--- config.mk ---
export PLATFORM = sky130hd
export DESIGN_NAME = uart_rx_buf_flat
export DESIGN_NICKNAME = d
export VERILOG_FILES = /design/src/rtl/uart_pkg.sv /design/src/rtl/uart_rx_buf_if.sv /design/src/rtl/sync_fifo.sv /design/src/rtl/uart_rx_buf.sv /design/src/flat_wrapper.sv
export SDC_FILE = /design/constraint.sdc
export NUM_CORES = 1
export LEC_CHECK = 0
export ABC_CLOCK_PERIOD_IN_PS = 5450
export CORE_ASPECT_RATIO = 1.75
export CORE_MARGIN = 2
export CORE_UTILIZATION = 65
export CTS_BUF_LIST = sky130_fd_sc_hd__clkbuf_16
export DETAILED_ROUTE_END_ITERATION = 7
export DONT_BUFFER_PORTS = 1
export HOLD_SLACK_MARGIN = 0.05
export PLACE_DENSITY = 0.81
export SETUP_SLACK_MARGIN = 0.1
export SYNTH_ARGS = -nofsm -noshare
export SYNTH_HDL_FRONTEND = slang
export SYNTH_SLANG_ARGS = --single-unit
--- constraint.sdc ---
create_clock -name clk -period 5.45 [get_ports clk]
set_input_delay 0.8175 -clock clk [delete_from_list [all_inputs] [get_ports clk]]
set_output_delay 0.8175 -clock clk [all_outputs]
set_load 0.01 [all_outputs]
--- src/rtl/uart_pkg.sv ---
// Shared types and constants for the buffered UART receiver.
// Holds the receive FSM state type, the parity mode codes, the 40 MHz baud divisors and a parity helper.
// Has no logic, no latency and no backpressure of its own.
package uart_pkg;

  typedef enum logic [2:0] {
    IDLE      = 3'd0,
    START     = 3'd1,
    DATA      = 3'd2,
    PARITY    = 3'd3,
    STOP      = 3'd4,
    WAIT_HIGH = 3'd5
  } rx_state_t;

  localparam logic [1:0] PAR_NONE     = 2'd0;
  localparam logic [1:0] PAR_EVEN     = 2'd1;
  localparam logic [1:0] PAR_ODD      = 2'd2;
  localparam logic [1:0] PAR_NONE_ALT = 2'd3;

  // Bit period minus one at a 40 MHz clock.
  localparam int BAUD_DIV_115200 = 346;
  localparam int BAUD_DIV_230400 = 173;
  localparam int BAUD_DIV_460800 = 86;

  // Expected parity bit. Unused upper data bits are zero, so they do not disturb the XOR.
  function automatic logic parity_bit(input logic [7:0] dat, input logic [1:0] mode);
    return (^dat) ^ (mode == PAR_ODD);
  endfunction

endpackage

--- src/rtl/uart_rx_buf_if.sv ---
// Receive-FIFO read port between the UART receiver and the command decoder.
// master: receiver side (drives head byte, empty, count). slave: consumer side (drives the pop strobe).
// Pop in cycle n shows the next head in cycle n+1. The consumer paces reads, and pops of an empty FIFO are ignored.
interface uart_rx_buf_if #(
  parameter int FIFO_DEPTH = 16
);
  logic                          uld_rx_data;
  logic [7:0]                    rx_data;
  logic                          rx_empty;
  logic [$clog2(FIFO_DEPTH):0]   rx_count;

  modport master (input uld_rx_data, output rx_data, output rx_empty, output rx_count);
  modport slave  (output uld_rx_data, input rx_data, input rx_empty, input rx_count);
endinterface

--- src/rtl/sync_fifo.sv ---
// Generic first-word-fall-through FIFO. Ports: clk, reset (async, active-low), flush_i, push_i/push_dat_i,
// pop_i, head_dat_o (0 when empty), full_o, empty_o, count_o.
// Latency: a push is visible at the head one cycle later. A pop shows the next head one cycle later.
// Backpressure: a push while full is dropped unless a pop happens in the same cycle. A pop while empty is ignored.
module sync_fifo #(
  parameter int WIDTH = 8,
  parameter int DEPTH = 16,
  localparam int AW = $clog2(DEPTH)
) (
  input  logic             clk,
  input  logic             reset,
  input  logic             flush_i,
  input  logic             push_i,
  input  logic [WIDTH-1:0] push_dat_i,
  input  logic             pop_i,
  output logic [WIDTH-1:0] head_dat_o,
  output logic             full_o,
  output logic             empty_o,
  output logic [AW:0]      count_o
);

  logic [WIDTH-1:0] mem_q [DEPTH];
  logic [AW-1:0]    wptr_q, wptr_d, rptr_q, rptr_d;
  logic [AW:0]      count_q, count_d;
  logic             do_push, do_pop;

  assign empty_o    = (count_q == '0);
  assign full_o     = (count_q == (AW+1)'(DEPTH));
  assign count_o    = count_q;
  assign head_dat_o = empty_o ? '0 : mem_q[rptr_q];

  // A pop frees the slot, so a full FIFO still accepts a push in the same cycle.
  assign do_pop  = pop_i && !empty_o;
  assign do_push = push_i && (!full_o || do_pop);

  always_comb begin
    wptr_d  = wptr_q;
    rptr_d  = rptr_q;
    count_d = count_q;
    if (flush_i) begin
      wptr_d  = '0;
      rptr_d  = '0;
      count_d = '0;
    end else begin
      // Pointers wrap naturally because DEPTH is a power of two.
      if (do_push) wptr_d = wptr_q + AW'(1);
      if (do_pop)  rptr_d = rptr_q + AW'(1);
      count_d = count_q + (AW+1)'(do_push) - (AW+1)'(do_pop);
    end
  end

  always_ff @(posedge clk or negedge reset) begin
    if (!reset) begin
      wptr_q  <= '0;
      rptr_q  <= '0;
      count_q <= '0;
    end else begin
      wptr_q  <= wptr_d;
      rptr_q  <= rptr_d;
      count_q <= count_d;
    end
  end

  always_ff @(posedge clk) begin
    if (do_push) mem_q[wptr_q] <= push_dat_i;
  end

endmodule

--- src/rtl/uart_rx_buf.sv ---
// UART receiver with runtime baud divisor, 5-8 data bits, optional parity, 1/2 stop bits, sticky errors and a receive FIFO.
// Latency: the byte is pushed the cycle after the final stop sample, and the head is valid one cycle later (mid-stop + 2 + SYNC_STAGES).
// Backpressure: none toward the line. When the FIFO is full, the byte is dropped and overrun is set, unless a pop happens in the same cycle.
// Ports: clk, reset (async, active-low), rx_enable (low = synchronous flush), baud_div/data_bits/parity_mode/two_stop
// (latched per frame), rx_in (async line), rxb (FIFO read port), err_clr, and the sticky frame_err/parity_err/overrun flags.
// Build option: define UART_RX_PARITY_EN to include the PARITY state and parity_err. Without it, parity_err is tied to 0.
module uart_rx_buf
  import uart_pkg::*;
#(
  parameter int DIV_W       = 16,
  parameter int FIFO_DEPTH  = 16,
  parameter int SYNC_STAGES = 2
) (
  input  logic             clk,
  input  logic             reset,
  input  logic             rx_enable,
  input  logic [DIV_W-1:0] baud_div,
  input  logic [1:0]       data_bits,
  input  logic [1:0]       parity_mode,
  input  logic             two_stop,
  input  logic             rx_in,
  uart_rx_buf_if.master    rxb,
  input  logic             err_clr,
  output logic             frame_err,
  output logic             parity_err,
  output logic             overrun
);

  rx_state_t              state_q, state_d;
  logic [SYNC_STAGES-1:0] sync_q, sync_d;
  logic [DIV_W-1:0]       timer_q, timer_d, div_q, div_d, div_eff;
  logic [1:0]             nbits_q, nbits_d;
  logic                   two_stop_q, two_stop_d, stop2_q, stop2_d;
  logic [2:0]             bit_cnt_q, bit_cnt_d;
  logic [7:0]             data_q, data_d, push_dat_q, push_dat_d;
  logic                   push_q, push_d;
  logic                   frame_err_q, frame_err_d, overrun_q, overrun_d;
  logic                   frame_set, par_set, par_en, rx_s, tick, fifo_full;

  assign rx_s    = sync_q[SYNC_STAGES-1];
  assign tick    = (timer_q == '0);
  assign div_eff = (baud_div < DIV_W'(3)) ? DIV_W'(3) : baud_div;

`ifdef UART_RX_PARITY_EN
  logic [1:0] par_q, par_d;
  logic       parity_err_q, parity_err_d;
  assign par_en     = (par_q == PAR_EVEN) || (par_q == PAR_ODD);
  assign parity_err = parity_err_q;
  assign parity_err_d = rx_enable & (par_set | (parity_err_q & ~err_clr));

  always_ff @(posedge clk or negedge reset) begin
    if (!reset) begin
      par_q        <= PAR_NONE;
      parity_err_q <= 1'b0;
    end else begin
      par_q        <= par_d;
      parity_err_q <= parity_err_d;
    end
  end
`else
  logic unused_parity;
  assign unused_parity = ^{parity_mode, par_set};
  assign par_en        = 1'b0;
  assign parity_err    = 1'b0;
`endif

  always_comb begin
    state_d    = state_q;
    timer_d    = timer_q;
    div_d      = div_q;
    nbits_d    = nbits_q;
    two_stop_d = two_stop_q;
    bit_cnt_d  = bit_cnt_q;
    data_d     = data_q;
    stop2_d    = stop2_q;
    push_d     = 1'b0;
    push_dat_d = push_dat_q;
    frame_set  = 1'b0;
    par_set    = 1'b0;
`ifdef UART_RX_PARITY_EN
    par_d      = par_q;
`endif
    sync_d     = {sync_q[SYNC_STAGES-2:0], rx_in};

    if (state_q != IDLE && state_q != WAIT_HIGH)
      timer_d = tick ? div_q : timer_q - DIV_W'(1);

    case (state_q)
      IDLE: if (!rx_s) begin
        // Latch the frame format here so that mid-frame changes only affect the next frame.
        state_d    = START;
        div_d      = div_eff;
        nbits_d    = data_bits;
        two_stop_d = two_stop;
`ifdef UART_RX_PARITY_EN
        par_d      = parity_mode;
`endif
        timer_d    = div_eff >> 1;
        bit_cnt_d  = '0;
        data_d     = '0;
        stop2_d    = 1'b0;
      end
      START: if (tick) state_d = rx_s ? IDLE : DATA;
      DATA: if (tick) begin
        data_d[bit_cnt_q] = rx_s;
        bit_cnt_d = bit_cnt_q + 3'd1;
        if (bit_cnt_q == 3'(nbits_q) + 3'd4) state_d = par_en ? PARITY : STOP;
      end
`ifdef UART_RX_PARITY_EN
      PARITY: if (tick) begin
        par_set = (rx_s != parity_bit(data_q, par_q));
        state_d = STOP;
      end
`endif
      STOP: if (tick) begin
        if (!rx_s) begin
          frame_set = 1'b1;
          state_d   = WAIT_HIGH;
        end else if (two_stop_q && !stop2_q) begin
          stop2_d = 1'b1;
        end else begin
          // Return to IDLE from mid-stop so that an immediately following start edge is caught.
          push_d     = 1'b1;
          push_dat_d = data_q;
          state_d    = IDLE;
        end
      end
      WAIT_HIGH: if (rx_s) state_d = IDLE;
      default: state_d = IDLE;
    endcase

    if (!rx_enable) begin
      state_d    = IDLE;
      sync_d     = '1;
      timer_d    = '0;
      div_d      = '0;
      nbits_d    = '0;
      two_stop_d = 1'b0;
      bit_cnt_d  = '0;
      data_d     = '0;
      stop2_d    = 1'b0;
      push_dat_d = '0;
`ifdef UART_RX_PARITY_EN
      par_d      = PAR_NONE;
`endif
    end
  end

  // A set event wins over err_clr in the same cycle.
  assign frame_err_d = rx_enable & (frame_set | (frame_err_q & ~err_clr));
  assign overrun_d   = rx_enable & ((push_q & fifo_full & ~rxb.uld_rx_data) | (overrun_q & ~err_clr));

  always_ff @(posedge clk or negedge reset) begin
    if (!reset) begin
      state_q     <= IDLE;
      sync_q      <= '1;
      timer_q     <= '0;
      div_q       <= '0;
      nbits_q     <= '0;
      two_stop_q  <= 1'b0;
      bit_cnt_q   <= '0;
      data_q      <= '0;
      stop2_q     <= 1'b0;
      push_q      <= 1'b0;
      push_dat_q  <= '0;
      frame_err_q <= 1'b0;
      overrun_q   <= 1'b0;
    end else begin
      state_q     <= state_d;
      sync_q      <= sync_d;
      timer_q     <= timer_d;
      div_q       <= div_d;
      nbits_q     <= nbits_d;
      two_stop_q  <= two_stop_d;
      bit_cnt_q   <= bit_cnt_d;
      data_q      <= data_d;
      stop2_q     <= stop2_d;
      push_q      <= push_d & rx_enable;
      push_dat_q  <= push_dat_d;
      frame_err_q <= frame_err_d;
      overrun_q   <= overrun_d;
    end
  end

  assign frame_err = frame_err_q;
  assign overrun   = overrun_q;

  sync_fifo #(.WIDTH(8), .DEPTH(FIFO_DEPTH)) u_fifo (
    .clk        (clk),
    .reset      (reset),
    .flush_i    (!rx_enable),
    .push_i     (push_q),
    .push_dat_i (push_dat_q),
    .pop_i      (rxb.uld_rx_data),
    .head_dat_o (rxb.rx_data),
    .full_o     (fifo_full),
    .empty_o    (rxb.rx_empty),
    .count_o    (rxb.rx_count)
  );

endmodule
--- src/flat_wrapper.sv ---
// flat-port wrapper written by rule: the top's interface ports become plain ports
module uart_rx_buf_flat import uart_pkg::*;
#(
  parameter int DIV_W       = 16,
  parameter int FIFO_DEPTH  = 16,
  parameter int SYNC_STAGES = 2
)
  (clk, reset, rx_enable, baud_div, data_bits, parity_mode, two_stop, rx_in, err_clr, frame_err, parity_err, overrun, rxb_uld_rx_data, rxb_rx_data, rxb_rx_empty, rxb_rx_count);
  uart_rx_buf_if #(.FIFO_DEPTH(FIFO_DEPTH)) rxb_i ();
  input  logic clk;
  input  logic reset;
  input  logic rx_enable;
  input  logic [DIV_W-1:0] baud_div;
  input  logic [1:0] data_bits;
  input  logic [1:0] parity_mode;
  input  logic two_stop;
  input  logic rx_in;
  input  logic err_clr;
  output logic frame_err;
  output logic parity_err;
  output logic overrun;
  input wire logic [$bits(rxb_i.uld_rx_data)-1:0] rxb_uld_rx_data;
  output wire logic [$bits(rxb_i.rx_data)-1:0] rxb_rx_data;
  output wire logic [$bits(rxb_i.rx_empty)-1:0] rxb_rx_empty;
  output wire logic [$bits(rxb_i.rx_count)-1:0] rxb_rx_count;
  assign rxb_i.uld_rx_data = rxb_uld_rx_data;
  assign rxb_rx_data = rxb_i.rx_data;
  assign rxb_rx_empty = rxb_i.rx_empty;
  assign rxb_rx_count = rxb_i.rx_count;
  uart_rx_buf #(.DIV_W(DIV_W), .FIFO_DEPTH(FIFO_DEPTH), .SYNC_STAGES(SYNC_STAGES)) u_core (.clk(clk), .reset(reset), .rx_enable(rx_enable), .baud_div(baud_div), .data_bits(data_bits), .parity_mode(parity_mode), .two_stop(two_stop), .rx_in(rx_in), .rxb(rxb_i), .err_clr(err_clr), .frame_err(frame_err), .parity_err(parity_err), .overrun(overrun));
endmodule
==> results.md, run 1 <==
Worst setup path:
- Of all nets on the critical path, the largest fanout is 25.
- The critical path is of the reg2out type.
- Among cell families on the critical path, the largest total delay comes from flip-flops.
- The critical path's slowest cell is sky130_fd_sc_hd__dfrtp_2.
- The highest cell delay on the worst timing path is ~0.9 ns.
- STA puts the critical path data arrival time at 2.84 ns.
- The kind of end point of the critical path is a primary output.
- The data required time of the worst path is roughly 4.6 ns.
- The count of buffer and inverter cells on the critical path is 1.
- The kind of launch point of the worst setup path is a register.
- The critical path goes through buf_4 -> mux4_2 -> mux2i_1 -> o22ai_1.

Finish:
- The antenna diode count is 0.
- The net count reported at finish is slightly below 700.
- Measured on the finished design, the core utilization comes to between 70% and 80%.
- The area added between synthesis and finish is 7.85%.
- Of the cells placed in the final design, the portion with a size suffix greater than 1 is 11.4%.
- The library cell used most frequently in the layout, excluding fill and tap cells, is sky130_fd_sc_hd__edfxtp_1.
- The top cell types in the final layout, fill and taps aside, are sky130_fd_sc_hd__edfxtp_1, sky130_fd_sc_hd__dfrtp_1, sky130_fd_sc_hd__nand2_1.

STA:
- Setup violations remaining at the end of the flow were counted as 0.
- Setup repair after global routing left no endpoint under its margin.
- Measured against its own limit, the worst slew margin works out to 13.1%.
- The slew at the pin closest to its max-slew limit is 1.29 ns.
- The setup total negative slack is 0 ns.
- The minimum clock period is 3.65 ns.
- Clock skew on the completed layout was measured at between 0.015 and 0.02 ns.
- The timing-limited maximum frequency is 274 MHz.
- The share of the cycle needed by the critical path after routing is around two thirds.
- The total count of hold-check failures in the final report is 0.
- The number of max-slew violations in the final report is 0.

Floorplan:
- The row count is 57.
- The starting utilization of the core area is 65.7%.
- From left edge to right edge, the die measures just over 90 um.
- The floorplan step defined a core boundary enclosing approximately 0.014 mm2.
- From bottom edge to top edge, the die measures 160 um.
- The die covers roughly 0.015 mm2.
- The number of top-level pins is 44.

Clock network:
- Clock-pin slew was measured on the worst setup and hold paths at 0.07 ns.
- In this run the deepest clock path goes through 3 buffers.
- TritonCTS built the clock tree.
- CTS built an H-tree with a depth of 1.
- The cell sitting at the root of the clock tree is a sky130_fd_sc_hd__clkbuf_16.
- The CTS buffer count is 18.
- The source-to-sink clock delay at the later pin of the worst-skew pair is 0.49 ns.
- Once the clock tree was built, the resizer swapped 0 gates to a different size.
- Clock tree synthesis found a total of 204 sinks.

Synthesis:
- sky130_fd_sc_hd__edfxtp_1 takes more of the synthesized area than any other cell.
- For this run, the number of Yosys warnings is 0.
- The register area share after synthesis is a little under two thirds.
- In this run, synthesis inferred 128 flip-flops with an integrated enable.
- By area the synthesized netlist is led by sky130_fd_sc_hd__edfxtp_1, sky130_fd_sc_hd__dfrtp_1, sky130_fd_sc_hd__mux4_2.
- In the synthesized netlist the dominant register cell turns out to be sky130_fd_sc_hd__edfxtp_1.
- In this run, distinct cell masters in the synthesized netlist total 61.
- The mean cell area of the mapped netlist is 13.6 um2.
- In the synthesized netlist the async set-or-reset flop fraction comes to 37.3%.
- The cell count after synthesis is between 600 and 700.
- The number of flip-flops and latches in the synthesized netlist is 204.
- Counting every net in the synthesized netlist gives around 710.
- The cell area after synthesis is 0.00905 mm2.
- The area share of the leading cell type in the synthesized netlist is 42.5%.

Drt:
- The number of design rule violations left after detail routing is 0.
- The final antenna-violating net count is 0.
- The number of vias after detailed routing is 5,556.
- Summed over all layers, the routed wires come to around 19,000 um.
- The number of optimization iterations in the first detailed-route pass is 5.
- The number of vias per cell after detailed routing is 6.58.
- For this block, the initial DRC count from the detailed router was 442.
- The detailed-route wire length per cell is about 23 um.

Run status:
- The flow ran to the end, and the final reports show no timing, DRC or antenna violations.

Global routing:
- The via count of the first global-routing pass was 5,749.
- The total routing usage reported by global routing is 27.4%.
- Entering global routing, the biggest net connects between 70 and 80 pins.
- The first global-routing pass estimated about 31,000 um of wire.
- The global route total overflow is 0.
- The initial antenna violation count is 0.

Power:
- The maximum vdd drop is 352 uV.
- The analysis attributes to cell leakage a power of 3.51 nW.
- The power density normalized to cell area is ~380 mW/mm2.

Min path:
- The tightest min-delay check is of the in2async type.

Place:
- Input and output buffers added on the ports amount to 0.
- Routability-driven placement finished with a final weighted congestion of roughly 0.98.
- The HPWL after detailed placement is 12,700 um.

Flow run:
- The max capacitance violation total is 0.
-- kinds of logic (layout without fill, tap and decap cells) --
kind of cell    Yosys count  count (layout)  share of synthesized area, %
compound gates          110             110                          7.67
xor+xnor                 19              19                          1.84
fa+ha+maj                14              14                          2.02
buf+inv                  53              53                          2.39
flops                   204             204                          63.5
mux                      59              59                          11.0
other cells               1               1                        0.0414
simple gates            207             207                          11.5
-- final cells by class --
type / count / area, um2
clock inverters: 13 / 103
multi-input cells: 410 / 3090
well taps: 177 / 221
repair buffers: 5 / 57.6
fillers: 886 / 4010
inverters: 16 / 60.1
clock buffers: 19 / 475
flip-flops and latches: 204 / 5750
-- synthesized netlist by cell type, drive strengths merged, types with 3 or more instances --
cell,number
xnor2,7
a21oi,37
and2,3
inv,16
buf,11
mux2i,26
ha,13
nor4,7
nand2b,11
nand3,7
a31oi,7
o21ai,17
nand4,11
dfrtp,74
o31ai,3
o211ai,9
o311ai,3
nor2,57
edfxtp,128
o22ai,9
nand3b,3
clkbuf,26
or3,4
nand2,65
or4,6
a21boi,5
nor3,21
mux4,32
xor2,12
o221ai,3
nor4b,3
a21o,3
-- worst reg2reg max path: stages (launching register included) --
cell and delay [ns]:
sky130_fd_sc_hd__dfrtp_1 0.44, sky130_fd_sc_hd__inv_1 0.09, sky130_fd_sc_hd__ha_1 0.23, sky130_fd_sc_hd__nor3b_1 0.16, sky130_fd_sc_hd__a31oi_1 0.70, sky130_fd_sc_hd__nand2_1 0.36, sky130_fd_sc_hd__nor3_1 1.02
-- state kept, by name, indices dropped and copies added (netlist names) --
signal / count
u_core.bit_cnt_q: 3
u_core.frame_err: 1
u_core.nbits_q: 2
u_core.timer_q: 16
u_core.sync_q: 2
u_core.data_q: 8
u_core.overrun: 1
u_core.u_fifo.count_o: 5
u_core.stop2_q: 1
u_core.state_q: 3
u_core.u_fifo.mem_q: 128
u_core.div_q: 16
u_core.two_stop_q: 1
u_core.u_fifo.rptr_q: 4
u_core.u_fifo.wptr_q: 4
u_core.push_q: 1
u_core.push_dat_q: 8
-- metal layers --
metal | vias to the layer above | GRT usage [%] | part of all wire [%]
met2 | 214 | 50.3 | 56
met5 | - | 0 | 0
met3 | 43 | 2.55 | 4.6
met1 | 2804 | 32.6 | 36
li1 | 2495 | - | -
met4 | 0 | 11.5 | 3.7
-- power by group --
part	total, mW	internal (mW)	switching [mW]
clock network	1.25	0.723	0.531
logic	0.701	0.333	0.368
registers	1.78	1.67	0.112
total	3.73	2.72	1.01
-- timing repair --
item                                   in CTS  in global routing
setup buffers                               0                  0
endpoints found under the hold margin      74                  0
hold buffers                                1                  0
-- final timing paths --
| check | slack [ns] | start | end | cells past startpoint |
|---|---|---|---|---|
| worst min-delay path | 0.17 | reset | u_core.sync_q[1]$_DFF_PN1_ | 0 |
| worst min register to register | 0.48 | u_core.sync_q[0]$_DFF_PN1_ | u_core.sync_q[1]$_DFF_PN1_ | 1 |
| worst max-delay path | 1.80 | u_core.u_fifo.rptr_q[0]$_DFFE_PN0P_ | rxb_rx_data[1] | 4 |
| worst max register to register | 2.07 | u_core.u_fifo.count_o[2]$_DFF_PN0_ | u_core.u_fifo.mem_q[3][7]$_DFFE_PP_ | 6 |
| max in group asynchronous | 4.89 | reset | u_core.u_fifo.rptr_q[0]$_DFFE_PN0P_ | 1 |
| min in group clk | 0.37 | rx_enable | u_core.sync_q[0]$_DFF_PN1_ | 1 |
-- stage by stage --
stage	hold WS (ns)	power, mW	cell area (um2)	instances	setup slack [ns]
6_report	0.166	3.73	9760	844	1.80
5_1_grt	0.154	3.87	9760	844	1.57
4_1_cts	0.153	3.75	9760	844	1.69
3_5_place_dp	0.468	2.49	9150	811	2.17
3_3_place_gp	0.469	2.46	9150	811	2.28
2_1_floorplan	0.448	2.34	9050	667	2.47
Note: power is estimated with default switching activity, not from simulation.
==> inputs of run 2 (changes only) <==
- ABC_CLOCK_PERIOD_IN_PS: 5450 -> 3550
- CORE_UTILIZATION: 65 -> 63
- PLACE_DENSITY: 0.81 -> 0.79
- clock period: 5.45 -> 3.55 ns (I/O delays scaled with it)
==> run 2 against run 1 <==
Compared with the run above:
- sequential share of layout area fell by 0.41 points
- largest power group unchanged
- die area up 3.1%
- total power up 54%
- global-route usage fell by 0.55 points
- cell area increased by 0.69%
- combinational power is 63% higher
- hold slack got worse by 0.065 ns
- critical path depth unchanged
==> results.md, run 2 (synthesis results as in run 1) <==
Finish:
- Leaving out fill and tap cells, the most frequent cell in the layout is sky130_fd_sc_hd__edfxtp_1.
- The net count reported at finish was 703 (+1.0%).
- The antenna diode count is 0 (unchanged).
- The area of all placed cells without fillers is 0.00983 mm2 (+0.69%).
- The fill cell total of the finished layout was 1,004 (+13%).
- The largest registers in the layout are u_core.u_fifo.mem_q: 128 flops, u_core.div_q: 16 flops, u_core.timer_q: 16 flops.
- The final non-filler cell total came to 852 (+0.95%).
- In the layout the commonest cells are sky130_fd_sc_hd__edfxtp_1, sky130_fd_sc_hd__dfrtp_1, sky130_fd_sc_hd__nand2_1.
- The number of flip-flops in the largest register came to 128 (unchanged).
- The layout cell share with drive strength beyond 1 is 12.5% (+1.1 points).
- The register with the most flip-flops in the final layout is u_core.u_fifo.mem_q.
- The area added between synthesis and finish is 8.60%.

Drt:
- The number of vias after detailed routing is 5,487 (-1.2%).
- The detailed-route wire length per cell is 22.8 um (-1.1%).
- The number of design rule violations left after detail routing is 0 (unchanged).
- The number of vias per cell after detailed routing is 6.44 (-2.2%).
- The count of routing violations after the opening detailed-route iteration is 324 (-27%).
- The wire length after detailed routing is 19,500 um (-0.14%).
- The final antenna-violating net count is 0 (unchanged).
- The number of optimization iterations in the first detailed-route pass is 5 (unchanged).

Worst setup path:
- The worst-path maximum fanout is 20 (-20%).
- The data required time of the worst path was 3.02 ns (-1.61 ns).
- The cell count of the worst reg-to-reg path is 15 (+9).
- The highest cell delay on the worst timing path was 0.82 ns (-0.08 ns).
- The kind of launch point of the worst setup path is a register.
- The critical path's slowest cell is sky130_fd_sc_hd__dfrtp_2.
- The critical path goes through buf_4 -> mux4_2 -> mux2i_1 -> o22ai_1.
- The signal arrival time at the worst endpoint came to 2.56 ns (-0.28 ns).
- The worst reg2reg path endpoint is u_core.u_fifo.count_o[4]$_DFF_PN0_.
- The start of the worst register-to-register path is u_core.u_fifo.count_o[2]$_DFF_PN0_.
- The flop-to-flop setup slack was 0.55 ns (-1.52 ns).
- The start-to-end type of the worst setup path is reg2out.
- The worst setup path is captured at a primary output.

Floorplan:
- The row count was 58 (+1.8%).
- The die span in y was 163 um (+1.5%).
- The core area was 0.0142 mm2 (+3.3%).
- The chip width was 94.6 um (+1.5%).
- The starting utilization of the core area is 63.6% (-2.1 points).
- The number of top-level pins is 44 (unchanged).
- The full die area came to 0.0154 mm2 (+3.1%).

Clock network:
- The post-CTS setup buffer count is 0 (unchanged).
- In this run the clock root is driven by a sky130_fd_sc_hd__clkbuf_16.
- TritonCTS built the clock tree.
- The quantity of gates resized following cts is 0 (unchanged).
- The maximum buffer depth of the clock tree is 3 (unchanged).
- The number of sinks handled by clock tree synthesis came to 204 (unchanged).
- The number of levels the H-tree was split into came to 1 (unchanged).
- The clock-pin slew on the worst setup and hold paths is 0.07 ns (about the same).
- The CTS buffer count is 18 (unchanged).
- The source-to-sink clock delay at the later pin of the worst-skew pair is 0.49 ns (about the same).

Power:
- The total power of the final layout is 5.76 mW (+54%).
- The cell leakage power is 3.54 nW (+0.64%).
- The power density normalized to cell area is 586 mW/mm2 (+53%).
- The maximum vdd drop is 508 uV (+44%).

Min path:
- In this run the most critical hold path is launched from rx_enable.
- The worst hold-check path type is in2reg.
- The number of cells traversed by the worst hold path is 1.
- The worst hold path terminates at u_core.sync_q[0]$_DFF_PN1_.

Global routing:
- The total routing usage reported by global routing came to 26.9% (-0.55 points).
- The pin count of the biggest net entering global routing was 77 (+2.7%).
- The initial antenna violation count is 0 (unchanged).
- The via count of the first global-routing pass is 5,866 (+2.0%).
- The global-route wire length before repair is 31,300 um (+0.58%).
- The global route total overflow was 0 (unchanged).

STA:
- Setup repair after global routing left no endpoint under its margin.
- The final critical path takes up 87.1% of the cycle.
- The number of max-slew violations in the final report was 0 (unchanged).
- The timing-limited maximum frequency is 323 MHz.
- The worst path in the final design needs a cycle of 3.09 ns, including I/O delays and setup.
- The final worst hold slack is 0.101 ns (-0.0650 ns).
- The total count of hold-check failures in the final report is 0 (unchanged).
- The worst max-slew margin expressed relative to the limit is 30.9% (+18 points).
- The setup total negative slack came to 0 ns (unchanged).
- The slew at the pin closest to its max-slew limit is 1.04 ns (-0.257 ns).
- The worst setup skew after layout is 0.0215 ns (+0.00566 ns).
- The final setup violation count is 0 (unchanged).

Place:
- The placed cell count is 820 (+1.1%).
- The placed standard-cell area is 0.00922 mm2 (+0.67%).
- The routability congestion estimate from global placement came to 0.957 (-2.7%).
- The HPWL after detailed placement came to 13,400 um (+5.9%).
- The number of I/O port buffers is 0 (unchanged).

Run status:
- The run finished with clean final reports.

Flow run:
- The max capacitance violation total is 0 (unchanged).
run 2: cell types whose count changed in the layout (fill, tap and decap cells not counted):
cell / change
sky130_fd_sc_hd__buf_4: +5
sky130_fd_sc_hd__inv_1: -5
sky130_fd_sc_hd__clkinv_2: +3
sky130_fd_sc_hd__buf_12: +1
sky130_fd_sc_hd__clkinv_1: +1
sky130_fd_sc_hd__dlygate4sd3_1: +1
sky130_fd_sc_hd__inv_2: -1
run 2: report_power, final:
group          total (mW)  internal (mW)  switching, mW
Clock                1.92           1.11          0.809
Combinational        1.14          0.531          0.611
Sequential           2.70           2.56          0.138
run 2: metrics by stage:
step	setup slack, ns	utilization, %
after global routing	0.260	69.1
after floorplan	0.570	-
final	0.457	69.1
after detailed placement	0.613	64.8
after global placement	0.749	64.8
after CTS	0.404	69.1
run 2: final cells by class:
cell class	instances	area, um2	share of cell area, %
clock inverters	11	98.8	1.01
well taps	180	225	2.29
repair buffers	12	125	1.27
flip-flops and latches	204	5750	58.5
multi-input cells	410	3090	31.5
inverters	16	60.1	0.611
clock buffers	19	475	4.84
run 2: worst max path at each step:
stage               cells past startpoint  slack [ns]                                start                                 end
floorplan                              14        0.57   u_core.u_fifo.count_o[3]$_DFF_PN0_  u_core.u_fifo.count_o[4]$_DFF_PN0_
global placement                       15        0.75   u_core.u_fifo.count_o[2]$_DFF_PN0_  u_core.u_fifo.count_o[4]$_DFF_PN0_
detailed placement                     15        0.61   u_core.u_fifo.count_o[2]$_DFF_PN0_  u_core.u_fifo.count_o[4]$_DFF_PN0_
CTS                                     4        0.40  u_core.u_fifo.rptr_q[0]$_DFFE_PN0P_                      rxb_rx_data[2]
global route                            4        0.26  u_core.u_fifo.rptr_q[0]$_DFFE_PN0P_                      rxb_rx_data[2]
finish                                  4        0.46  u_core.u_fifo.rptr_q[0]$_DFFE_PN0P_                      rxb_rx_data[2]
run 2: worst max-delay path, delay by kind of cell, from the launching register on:
| kind | cells | cell delay [ns] |
|---|---|---|
| flops | 1 | 0.82 |
| mux | 2 | 0.78 |
| buf+inv | 1 | 0.29 |
| compound gates | 1 | 0.18 |
run 2: layer usage:
layer | global-route usage [%] | part of all wire, % | up-vias
met5 | 0 | 0 | -
met4 | 10.5 | 3.9 | 0
met1 | 28.8 | 34 | 2760
met2 | 51.8 | 58 | 176
li1 | - | - | 2497
met3 | 3.75 | 4.6 | 54
run 2: repair_timing:
action | 4_1_cts | 5_1_grt
endpoints found under the hold margin | 76 | 0
hold buffers | 2 | 0
setup endpoints to repair | 0 | 0
==> inputs of run 3 (changes only) <==
- SKIP_LAST_GASP: not set -> 1
- SLEW_MARGIN: not set -> 15
==> results of run 3 <==
The final DEF is identical to that of run 2; final timing and power are the same.
